--- config.mk ---
export PLATFORM = sky130hd
export DESIGN_NAME = decode_stage
export DESIGN_NICKNAME = d
export VERILOG_FILES = /design/src/rtl/decode_stage.sv
export SDC_FILE = /design/constraint.sdc
export NUM_CORES = 1
export LEC_CHECK = 0
export ABC_CLOCK_PERIOD_IN_PS = 2500
export CAP_MARGIN = 20
export CORE_MARGIN = 3
export CORE_UTILIZATION = 46
export DETAILED_ROUTE_END_ITERATION = 16
export GPL_TIMING_DRIVEN = 0
export PLACE_DENSITY = 0.81
export SYNTH_ARGS = -nofsm -noshare
export SYNTH_HDL_FRONTEND = slang
export SYNTH_SLANG_ARGS = --single-unit
--- constraint.sdc ---
create_clock -name clk -period 2.5 [get_ports clk]
set_clock_uncertainty 0.2 [all_clocks]
set_input_delay 0.25 -clock clk [delete_from_list [all_inputs] [get_ports clk]]
set_output_delay 0.25 -clock clk [all_outputs]
set_load 0.005 [all_outputs]
--- src/rtl/decode_stage.sv ---
// Registered valid/ready instruction decode stage: splits a 32-bit word into
// fields and class flags, with backpressure, flush, HALT latch and counter.
module decode_stage #(
  parameter int unsigned XLEN       = 32,
  parameter int unsigned SP_REG     = 16,
  parameter int unsigned LOGIC_ZEXT = 0,
  parameter int unsigned CNT_W      = 32
) (
  input  logic             clk,
  input  logic             rst,
  input  logic             in_valid,
  output logic             in_ready,
  input  logic [31:0]      instr,
  input  logic             flush,
  input  logic             resume,
  output logic             out_valid,
  input  logic             out_ready,
  output logic [5:0]       op,
  output logic [5:0]       funct,
  output logic [4:0]       rs,
  output logic [4:0]       rt,
  output logic [4:0]       rd,
  output logic [4:0]       shamt,
  output logic [XLEN-1:0]  imm,
  output logic             is_branch,
  output logic             is_load,
  output logic             is_store,
  output logic             uses_sp,
  output logic             is_halt,
  output logic             illegal,
  output logic             halted,
  output logic [CNT_W-1:0] dec_count
);

  localparam logic [5:0] OP_REG  = 6'h00;
  localparam logic [5:0] OP_ANDI = 6'h03;
  localparam logic [5:0] OP_ORI  = 6'h04;
  localparam logic [5:0] OP_XORI = 6'h05;
  localparam logic [5:0] OP_SLAI = 6'h07;
  localparam logic [5:0] OP_SRLI = 6'h08;
  localparam logic [5:0] OP_SRAI = 6'h09;
  localparam logic [5:0] OP_BR   = 6'h0A;
  localparam logic [5:0] OP_BZ   = 6'h0D;
  localparam logic [5:0] OP_LD   = 6'h0E;
  localparam logic [5:0] OP_ST   = 6'h0F;
  localparam logic [5:0] OP_U10  = 6'h10;
  localparam logic [5:0] OP_U11  = 6'h11;
  localparam logic [5:0] OP_MOVE = 6'h12;
  localparam logic [5:0] OP_PUSH = 6'h13;
  localparam logic [5:0] OP_POP  = 6'h14;
  localparam logic [5:0] OP_CALL = 6'h15;
  localparam logic [5:0] OP_HALT = 6'h16;
  localparam logic [5:0] OP_NOP  = 6'h17;
  localparam logic [5:0] OP_RET  = 6'h18;
  localparam logic [5:0] OP_NORI = 6'h19;
  localparam logic [5:0] OP_U1C  = 6'h1C;
  localparam logic [4:0] SP_IDX  = 5'(SP_REG);

  typedef enum logic {RUN, HALTED} state_t;

  typedef struct packed {
    logic [5:0]      op;
    logic [5:0]      funct;
    logic [4:0]      rs;
    logic [4:0]      rt;
    logic [4:0]      rd;
    logic [4:0]      shamt;
    logic [XLEN-1:0] imm;
    logic            is_branch;
    logic            is_load;
    logic            is_store;
    logic            uses_sp;
    logic            is_halt;
    logic            illegal;
  } dec_t;

  dec_t            dec;
  dec_t            q;
  state_t          state;
  logic            accept;
  logic            logic_op;
  logic [XLEN-1:0] ext;

  assign in_ready = !rst && !flush && (state == RUN) && (!out_valid || out_ready);
  assign accept   = in_valid && in_ready;

  // Immediate extension; logic ops may zero-extend by configuration
  assign logic_op = (dec.op == OP_ANDI) || (dec.op == OP_ORI) ||
                    (dec.op == OP_XORI) || (dec.op == OP_NORI);
  assign ext = (LOGIC_ZEXT != 0 && logic_op) ? XLEN'(instr[15:0])
                                             : XLEN'($signed(instr[15:0]));

  // Combinational field decode of the incoming word
  always_comb begin
    dec    = '0;
    dec.op = instr[31:26];
    case (dec.op)
      OP_REG: begin
        dec.rs    = instr[25:21];
        dec.rt    = instr[20:16];
        dec.rd    = instr[15:11];
        dec.shamt = instr[10:6];
        dec.funct = instr[5:0];
      end
      OP_PUSH, OP_POP: begin
        dec.rs = SP_IDX;
        dec.rd = SP_IDX;
        dec.rt = instr[25:21];
      end
      OP_CALL: begin
        dec.rs  = SP_IDX;
        dec.rd  = SP_IDX;
        dec.imm = ext;
      end
      OP_RET: begin
        dec.rs = SP_IDX;
        dec.rd = SP_IDX;
      end
      OP_HALT, OP_NOP: ;
      default: begin
        dec.rs = instr[25:21];
        dec.rt = instr[20:16];
        if (dec.op == OP_SLAI || dec.op == OP_SRLI || dec.op == OP_SRAI)
          dec.shamt = instr[4:0];
        if (dec.op != OP_MOVE)
          dec.imm = ext;
      end
    endcase
    dec.is_branch = (dec.op >= OP_BR) && (dec.op <= OP_BZ);
    dec.is_load   = (dec.op == OP_LD);
    dec.is_store  = (dec.op == OP_ST);
    dec.uses_sp   = (dec.op == OP_PUSH) || (dec.op == OP_POP) ||
                    (dec.op == OP_CALL) || (dec.op == OP_RET);
    dec.is_halt   = (dec.op == OP_HALT);
    dec.illegal   = (dec.op == OP_U10) || (dec.op == OP_U11) || (dec.op >= OP_U1C);
  end

  // Output register, handshake, halt state and accept counter
  always_ff @(posedge clk) begin
    if (rst) begin
      q         <= '0;
      out_valid <= 1'b0;
      state     <= RUN;
      dec_count <= '0;
    end else begin
      if (flush) begin
        out_valid <= 1'b0;
      end else if (accept) begin
        q         <= dec;
        out_valid <= 1'b1;
        dec_count <= dec_count + CNT_W'(1);
      end else if (out_valid && out_ready) begin
        out_valid <= 1'b0;
      end
      case (state)
        RUN:    if (accept && dec.is_halt) state <= HALTED;
        HALTED: if (resume) state <= RUN;
      endcase
    end
  end

  assign halted    = (state == HALTED);
  assign op        = q.op;
  assign funct     = q.funct;
  assign rs        = q.rs;
  assign rt        = q.rt;
  assign rd        = q.rd;
  assign shamt     = q.shamt;
  assign imm       = q.imm;
  assign is_branch = q.is_branch;
  assign is_load   = q.is_load;
  assign is_store  = q.is_store;
  assign uses_sp   = q.uses_sp;
  assign is_halt   = q.is_halt;
  assign illegal   = q.illegal;

endmodule

==> run_results.csv <==
group,metric,value,unit
setup_path,slowest_delay,410,ps
setup_path,crit_fanout,10,
synth,synth_top_area_cell,"dfxtp_1",
hold_path,hold_class,"primary input to register",
routing,wl,12900,microns
global_route,globalRouteTotalUtil,25.4,%
clock_network,cts.clk_slew.worst_paths,90,ps
power_and_ir_drop,pwr-share-comb,13.9,%
finish,utilization,67.4,%
clock_network,clock_sinks,88,
global_route,overflow,0,
finish,diodes,0,
setup_path,crit_family,"buffers and inverters",
routing,wl_per_cell,16.6,microns
timing,drv_slew,0,
global_route,grt_pass1_wl,21000,microns
floorplan,io_pins,143,
setup_path,critPathBufInv,4,
routing,drc_errors,0,
global_route,grt_pass1_vias,4267,
routing,vias,4550,
clock_network,holdBufCountCts,0,
power_and_ir_drop,leakage,1.90,nW
routing,drtPass1Iterations,5,
finish,syn_to_final_growth,42.2,%
floorplan,die_h,101,microns
routing,antenna_left,0,
synth,ys_top_cells_by_area,"dfxtp_1, a21oi_1, nand3_1, nand2_1, clkbuf_1",
power_and_ir_drop,p_seq_share,51.0,%
clock_network,clock_latency,360,ps
timing,rsz0062_at_grt,"no",
finish,layout-drive-gt1-share,7.63,%
synth,synth.ff_latch_count,88,
global_route,use_met3,8.93,%
clock_network,root_buffer,"clkbuf_8",
floorplan,core_area,8760,sq um
setup_path,cp_common_cell,"buf_2",
setup_path,worstSetupStartpointType,"register",
synth,yosysUniqueCellTypes,50,
setup_path,crit_path_end_kind,"register",
timing,fin_crit_sh,92.2,%
global_route,grt_busiest_layer,"met2",
synth,synth_area_per_cell,8.15,sq um
placed_design,dp_cells,759,
synth,synth_ff_type,"dfxtp_1",
power_and_ir_drop,p_int,0.00211,W
finish,seq_area,1760,sq um
synth,yosys_warnings,0,
timing,slew_headroom,58.1,%
global_route,met2_usage,41.0,%
global_route,use_met1,31.8,%
finish,multiInputGateArea,2060,sq um
synth,yosysTopAreaCellShare,42.4,%
floorplan,die_area,10200,sq um
power_and_ir_drop,vdd_drop_max,0.306,mV
timing,fin_crit,2310,ps
setup_path,arrival,2340,ps
synth,synth_cells,510,
routing,drt_iter0_markers,202,
placed_design,routabilityCongestion,0.853,
global_route,antenna_found_initial,0,
power_and_ir_drop,clkPwrFrac,35.1,%
timing,max_freq,0.434,GHz
clock_network,clock_path_buffers,2,
routing,viasPerCell,5.86,
placed_design,place_ws,-158,ps
timing,setup_viol,0,
finish,nNetsFinal,702,
placed_design,io_buffers,141,
finish,nFillCells,749,
synth,synth_fp_nets,549,
timing,setup_slack,194,ps
outcome,status,"complete, no violations",
setup_path,slowest_stage,"dfxtp_1",
setup_path,crit_type,"register to register",
setup_path,cp_cell_sequence,"nand4_1, buf_4, or3_1, buf_2, buf_2, clkbuf_2, o31ai_1, a21oi_1",
floorplan,num_rows,34,
power_and_ir_drop,switching_share,26.1,%
finish,final_cell_mix,"clkdlybuf4s50_1, dfxtp_1, nand2_1, a21oi_1, nand3_1",
finish,final_cells,776,
synth,synth_edf_count,0,
timing,final_hold_viol_count,0,
setup_path,cp_data_required_time,2530,ps
job,maxCapViolCount,0,
power_and_ir_drop,power.total,0.00286,W
clock_network,htree_num_levels,3,
clock_network,numCtsBuffers,9,
floorplan,start_util,47.4,%
synth,syn-cell-area,4160,sq um
synth,synth-async-reset-ratio,0,%
power_and_ir_drop,p_per_area,484,nW/um^2
power_and_ir_drop,power.switching,0.000747,W
finish,layout_commonest_cell,"clkdlybuf4s50_1",
floorplan,dieWidth,101,microns
placed_design,hpwl,9470,microns
synth,seq_area_frac_synth,42.4,%
global_route,grt_start_max_net_pins,19,
timing,worst_slew_pin_slew,624,ps
clock_network,cts_tree,"built",
timing,setup_tns,0,ps
-- timing repair --
| action | CTS | global route |
|---|---|---|
| buffers inserted | 0 | 1 |
| setup endpoints to repair | 0 | 12 |
| resized for setup | 0 | 4 |
-- routing by layer --
| metal | up-vias | wire, microns |
|---|---|---|
| met5 | - | 0 |
| met1 | 2153 | 5170 |
| met3 | 19 | 1330 |
| li1 | 2167 | - |
| met2 | 211 | 6150 |
| met4 | 0 | 235 |
-- cell type report --
type | instances | area share (%)
Timing Repair Buffer | 142 | 24.0
Clock inverter | 6 | 1.16
Sequential cell | 88 | 29.8
Buffer | 59 | 5.27
Tap cell | 108 | 2.29
Multi-Input combinational cell | 357 | 34.9
Inverter | 6 | 0.381
Clock buffer | 10 | 2.16
-- path summary, 6_finish.rpt --
check	startpoint	end	slack (ps)	depth (start not counted)
worst min-delay path	rst	dec_count[16]	50	3
worst max-delay path	dec_count[6]	dec_count[27]	190	8
worst min register to register	op[3]	op[3]	260	2
worst max register to register	dec_count[6]	dec_count[27]	190	8
-- synthesized netlist by cell type (2+ instances only) --
library cell  number
a211oi_1           7
a21oi_1           55
a221oi_1           5
a31oi_1            2
and4_1             3
buf_2              4
buf_4             16
buf_6              3
clkbuf_1          35
dfxtp_1           88
inv_1              5
mux2_2             2
nand2_1           65
nand2b_1           7
nand3_1           51
nand4_1            9
nand4b_1           4
nor2_1            20
nor2b_1            5
nor3_1             9
nor3_2             2
nor4_1             7
o211ai_1           5
o21ai_0           13
o221ai_1          15
o311ai_0           2
o31ai_1           13
or2_2              2
or3_1             11
or3b_2             3
or4_1             17
xnor2_1            5
xor2_1             3
-- stage by stage --
stage / area (sq um) / hold slack, ps
2_1_floorplan: 4160 / 186
6_report: 5910 / 46.0
3_5_place_dp: 5700 / 244
4_1_cts: 5900 / 45.7
5_1_grt: 5910 / 60.8
3_3_place_gp: 5700 / 239
-- kinds of logic after synthesis --
group	count (synthesis)	share of synthesized area, %
DFF	88	42.4
AOI/OAI and AO/OA	124	19.0
buffers and inverters	65	7.97
muxes	3	0.782
and+or+nand+nor	221	27.9
xor gates and xnor gates	8	1.69
adders and majority gates	1	0.301
-- flip-flops by register name, summed over array words and instances, names as in the netlist --
name,count
op,6
dec_count,32
funct,6
is_halt,1
rd,5
uses_sp,1
rs,5
rt,5
is_store,1
shamt,5
halted,1
illegal,1
is_branch,1
imm,16
out_valid,1
is_load,1
-- worst min-delay path, delay by kind of cell --
kind	cells	cell delay [ps]
and+or+nand+nor	1	70
muxes	1	140
buffers and inverters	1	120
-- power by group through the flow --
stage / Combinational (W) / Sequential [W] / Clock [W]
finish: 0.000397 / 0.00146 / 0.00100
global placement: 0.000387 / 0.00149 / 0
global route: 0.000431 / 0.00147 / 0.00108
detailed placement: 0.000393 / 0.00149 / 0
CTS: 0.000396 / 0.00146 / 0.00100
floorplan: 0.000164 / 0.00149 / 0
Note: power is estimated with default switching activity, not from simulation.
